<file path="config.mk">
export PLATFORM = sky130hd
export DESIGN_NAME = cmip_bit_sync_filt
export DESIGN_NICKNAME = d
export VERILOG_FILES = /design/src/rtl/cmip_pkg.sv /design/src/rtl/cmip_bit_filt_ch.sv /design/src/rtl/cmip_bit_sync_filt.sv
export SDC_FILE = /design/constraint.sdc
export NUM_CORES = 1
export LEC_CHECK = 0
export CORE_MARGIN = 2
export CORE_UTILIZATION = 57
export DETAILED_ROUTE_END_ITERATION = 16
export HOLD_SLACK_MARGIN = 0.1
export PLACE_DENSITY = 0.79
export SYNTH_ARGS = -nofsm -noshare
export SYNTH_HDL_FRONTEND = slang
export SYNTH_SLANG_ARGS = --single-unit
</file>
<file path="constraint.sdc">
create_clock -name i_dst_clk -period 2.37 [get_ports i_dst_clk]
set_clock_uncertainty 0.15 [all_clocks]
set_input_delay 0.237 -clock i_dst_clk [delete_from_list [all_inputs] [get_ports i_dst_clk]]
set_output_delay 0.237 -clock i_dst_clk [all_outputs]
set_load 0.1 [all_outputs]
</file>
<file path="src/rtl/cmip_pkg.sv">
// Shared constants and helpers for the cmip clock-domain-crossing blocks.
package cmip_pkg;

    // Minimum synchroniser depth that gives a metastable first stage a full cycle to settle.
    localparam int CMIP_SYNC_MIN = 2;

    function automatic int clog2(input int value);
        int result;
        result = 0;
        while ((1 << result) < value) begin
            result++;
        end
        return result;
    endfunction

endpackage

</file>
<file path="src/rtl/cmip_bit_filt_ch.sv">
// One channel of the bit filter: stability counter, filtered level,
// one-cycle edge pulses and a software-clearable sticky event flag.
module cmip_bit_filt_ch #(
    parameter int   FILT_W  = 8,
    parameter logic RST_VAL = 1'b0
) (
    input  logic              clk,
    input  logic              rst_n,
    input  logic              s,
    input  logic [FILT_W-1:0] filt_len,
    input  logic              flag_clr,
    output logic              dout,
    output logic              rise,
    output logic              fall,
    output logic              evt_flag
);

    localparam logic [FILT_W-1:0] CNT_MAX = {FILT_W{1'b1}};

    logic [FILT_W-1:0] cnt_q, cnt_d;
    logic [FILT_W-1:0] len_m1;
    logic              dout_d, rise_d, fall_d, flag_d;

    // A length of zero behaves as one, so the flip threshold never underflows.
    assign len_m1 = (filt_len == '0) ? '0 : filt_len - FILT_W'(1);

    // NOTE: every signal gets a default first so no path leaves one unassigned (no latches).
    always_comb begin
        cnt_d  = cnt_q;
        dout_d = dout;
        rise_d = 1'b0;
        fall_d = 1'b0;
        if (s == dout) begin
            cnt_d = '0;
        end else if (cnt_q >= len_m1) begin
            cnt_d  = '0;
            dout_d = ~dout;
            rise_d = ~dout;
            fall_d = dout;
        end else if (cnt_q != CNT_MAX) begin
            cnt_d = cnt_q + FILT_W'(1);
        end
    end

    // The flag is set from the registered pulse, so a clear in that cycle loses.
    assign flag_d = (rise | fall) ? 1'b1 : (flag_clr ? 1'b0 : evt_flag);

    // NOTE: state registers use non-blocking assignments so all flops update together.
    always_ff @(posedge clk or negedge rst_n) begin
        if (!rst_n) begin
            cnt_q    <= '0;
            dout     <= RST_VAL;
            rise     <= 1'b0;
            fall     <= 1'b0;
            evt_flag <= 1'b0;
        end else begin
            cnt_q    <= cnt_d;
            dout     <= dout_d;
            rise     <= rise_d;
            fall     <= fall_d;
            evt_flag <= flag_d;
        end
    end

endmodule

</file>
<file path="src/rtl/cmip_bit_sync_filt.sv">
// Multi-channel bit synchroniser followed by a programmable glitch filter,
// edge detector and sticky event flags, all in the destination clock domain.
module cmip_bit_sync_filt
    import cmip_pkg::*;
#(
    parameter int                CH_NUM     = 4,
    parameter int                SYNC_STAGE = 2,
    parameter int                FILT_W     = 8,
    parameter logic [CH_NUM-1:0] RST_VAL    = {CH_NUM{1'b0}}
) (
    input  logic              i_dst_clk,
    input  logic              i_dst_rst_n,
    input  logic [CH_NUM-1:0] i_din,
    input  logic [FILT_W-1:0] i_filt_len,
    input  logic [CH_NUM-1:0] i_flag_clr,
    output logic [CH_NUM-1:0] o_dout,
    output logic [CH_NUM-1:0] o_rise,
    output logic [CH_NUM-1:0] o_fall,
    output logic [CH_NUM-1:0] o_evt_flag
);

    if (SYNC_STAGE < CMIP_SYNC_MIN || CH_NUM < 1) begin : g_param_err
        $error("cmip_bit_sync_filt: SYNC_STAGE must be >= %0d and CH_NUM >= 1", CMIP_SYNC_MIN);
    end

    (* ASYNC_REG = "TRUE" *) logic [CH_NUM-1:0] sync_q [SYNC_STAGE];

    // NOTE: the stage array is a small flop chain, not a RAM, so each stage is reset.
    always_ff @(posedge i_dst_clk or negedge i_dst_rst_n) begin
        if (!i_dst_rst_n) begin
            for (int k = 0; k < SYNC_STAGE; k++) begin
                sync_q[k] <= RST_VAL;
            end
        end else begin
            sync_q[0] <= i_din;
            for (int k = 1; k < SYNC_STAGE; k++) begin
                sync_q[k] <= sync_q[k-1];
            end
        end
    end

    for (genvar g = 0; g < CH_NUM; g++) begin : g_ch
        cmip_bit_filt_ch #(
            .FILT_W  (FILT_W),
            .RST_VAL (RST_VAL[g])
        ) u_ch (
            .clk      (i_dst_clk),
            .rst_n    (i_dst_rst_n),
            .s        (sync_q[SYNC_STAGE-1][g]),
            .filt_len (i_filt_len),
            .flag_clr (i_flag_clr[g]),
            .dout     (o_dout[g]),
            .rise     (o_rise[g]),
            .fall     (o_fall[g]),
            .evt_flag (o_evt_flag[g])
        );
    end

endmodule
</file>
==> run summary <==
residual DRC count -> 0
placed cells -> 433
failing checks -> setup timing
Synth Area in XOR/XNOR -> 6.81%
cell area after layout -> 4260 sq um
RSZ-0062 raised after global routing -> true
CP startpoint kind -> input port
Slew headroom -> 53.0%
via/cell ratio -> 5.60
reg2reg path depth -> 6
CP endpoint kind -> register
post-synthesis adder-cell area fraction -> 13.8%
Total GRT Usage -> 24.2%
wire length on met1 -> 3.20 mm
Antenna Nets Post-Route -> 0
Peak VDD IR -> 0.456 mV
time the worst path needs with I/O delays and setup -> 2.59 ns
final hold vios -> 0
post-synthesis cell count -> 322
IO Count -> 34
Critical Path RT -> 2.43 ns
FP Rows -> 27
Yosys top cell by area -> dfrtp_1
Hold Path Depth -> 1
count leader, synth -> dfrtp_1
#FFs+latches synth -> 56
htree depth -> 2
Post-DP Area -> 3910 sq um
clk buf depth -> 2
drt total wl -> 7.09 mm
Synth area leaders -> dfrtp_1 42%, ha_1 14%, xor2_1 3.7%, buf_4 3.6%, a21oi_1 3.3%
CTS root buf -> clkbuf_8
DR top layer -> met4
crit path max fanout -> 4
number of DRC markers in iteration 0 -> 127
Post-synth top cells -> 56 x dfrtp_1, 37 x ha_1, 26 x nor2_1
clk sink count -> 56
WL/cell -> 15.6 um
first-pass GRT wire length -> 12.1 mm
Post-Synth Simple-Gate Area -> 18.1%
Worst R2R Start -> g_ch[2].u_ch.cnt_q[0]
syn_area_per_cell -> 10.4 sq um
PortBufs -> 33
Skew-Pair Late Insertion Delay -> 0.32 ns
Post-Syn Area -> 3340 sq um
Pleak -> 2.02 nW
Hold Worst Slack -> 0.200 ns
top-area cell type share of the netlist area -> 41.9%
setup slack, reg-to-reg -> 0.26 ns
Max Cap Viol -> 0
Die Y -> 80.6 um
Final GP Congestion -> 0.805
Hold Path Sink -> sync_q[7]
Cell variety after synth -> 39
Max Freq -> 0.386 GHz
outcome -> finished with violations
Final #Nets -> 436
Worst Max-Slew Pin Slew -> 0.705 ns
DR WL met3 -> 245 um
via count -> 2,536
Synth Area in Compound Gates -> 11.4%
antenna violations before repair -> 0
mux cell area share after synthesis -> 2.54%
Core ar. -> 5570 sq um
Routed met2 length -> 3.58 mm
number of global-route vias before repair -> 2,596
Initial Util -> 60.0%
Reg-to-Reg End -> g_ch[2].u_ch.dout
Slew Viols, Final -> 0
yosys warns -> 0
Hold Path Class -> in2reg
Crit Path Class -> in2reg
share of post-route cells with drive strength above 1 -> 33.6%
ANT cells -> 0
Post-Layout Cell Count -> 453
Synth Flop Type -> dfrtp_1
hold_sp -> i_din[3]
syn nets -> 377
drt pass-1 iters -> 6
Fillers -> 388
largest net degree at the start of global routing -> 57
P&R area growth vs syn -> 27.2%
CP arrival -> 2.65 ns
Worst-path clk slew -> 0.09 ns
Post-synth EDFFs -> 0
sequential area share after synthesis -> 41.9%
Final setup viols -> 44
ys async rst share -> 100%
CTS tree -> done
Post-DP HPWL -> 4.92 mm
worst setup margin -> -0.224 ns
Power Density -> 724 nW/um^2
area of the die -> 6500 sq um
CTS Buf Count -> 5
grt ovf -> 0
final period utilization -> 109%
DIE WIDTH -> 80.6 um
largest family of logic cells by synthesized area -> simple AND/OR/NAND/NOR gates
worst max path at each step:
stage | start | end | depth (start not counted)
finish | i_filt_len[6] | g_ch[0].u_ch.dout | 8
global route | i_filt_len[4] | g_ch[0].u_ch.cnt_q[4] | 11
CTS | i_filt_len[3] | g_ch[1].u_ch.dout | 10
detailed placement | i_filt_len[5] | g_ch[3].u_ch.dout | 11
global placement | i_filt_len[5] | g_ch[1].u_ch.cnt_q[2] | 11
floorplan | i_filt_len[5] | g_ch[1].u_ch.dout | 9
cell usage in the layout, fill, tap and decap left out, drive strengths merged, types with 7 or more instances in the layout:
master / n
ha: 37
nand3: 13
clkbuf: 7
and3: 9
clkdlybuf4s50: 10
nor3: 9
xor2: 14
nor2: 26
dfrtp: 56
nor3b: 8
inv: 12
xnor2: 12
buf: 57
nand2: 23
o21ai: 12
a21oi: 22
nand2b: 8
kinds of logic (layout without fill, tap and decap cells):
kind of cell | after synthesis | after routing
buffers and inverters | 30 | 89
XOR/XNOR | 26 | 26
multiplexers | 8 | 8
flip-flops | 56 | 56
AND/OR/NAND/NOR | 113 | 113
adder cells (fa/ha/maj) | 37 | 37
AO/OA/AOI/OAI | 52 | 52
worst max-delay path, cell delays in order:
cell and delay (ns):
clkdlybuf4s50_1 0.51, or3_4 0.38, and2_4 0.19, ha_4 0.21, nand2b_4 0.12, a2111o_1 0.40, a31oi_4 0.28, mux2_4 0.32
per-stage QoR:
step           setup TNS, ns  util [%]  setup slack [ns]  power [mW]
3_3_place_gp          -34.95      70.2            -0.896        2.39
3_5_place_dp          -36.92      70.2            -0.932        2.43
5_1_grt                -9.27      76.3            -0.292        3.26
4_1_cts                -7.40      75.5            -0.292        3.07
6_report               -5.80      76.3            -0.224        3.08
2_1_floorplan          -9.46         -            -0.331        2.15
routing by layer:
metal  vias up  global-route usage [%]
li1       1241                       -
met1      1248                    31.6
met2        40                    40.5
met3         7                    4.49
met4         0                    8.31
met5         -                       0
flip-flops by register name (all words and copies together), names as in the netlist:
register / cells
g_ch.u_ch.cnt_q: 32
sync_q: 8
g_ch.u_ch.dout: 4
g_ch.u_ch.evt_flag: 4
g_ch.u_ch.fall: 4
g_ch.u_ch.rise: 4
power by group:
group          switching, mW  internal (mW)
logic                  0.764          0.530
registers              0.146           1.07
clock network          0.306          0.261
total                   1.22           1.86
layout make-up:
type | instances | area, sq um | share of cell area (%)
timing repair buffer | 70 | 579 | 13.6
sequential | 56 | 1400 | 32.9
tap | 72 | 90.1 | 2.12
clock buffer | 7 | 96.3 | 2.26
inverter | 12 | 45.0 | 1.06
multi-input combinational | 236 | 2040 | 48.0
timing repair:
item	in CTS	in global routing
resized for setup	59	14
pin swaps	23	10
setup endpoints to repair	44	44
setup buffers	9	4
endpoints found under the hold margin	56	0
hold buffers	1	0
No activity file was read; power rests on OpenSTA's default activity.
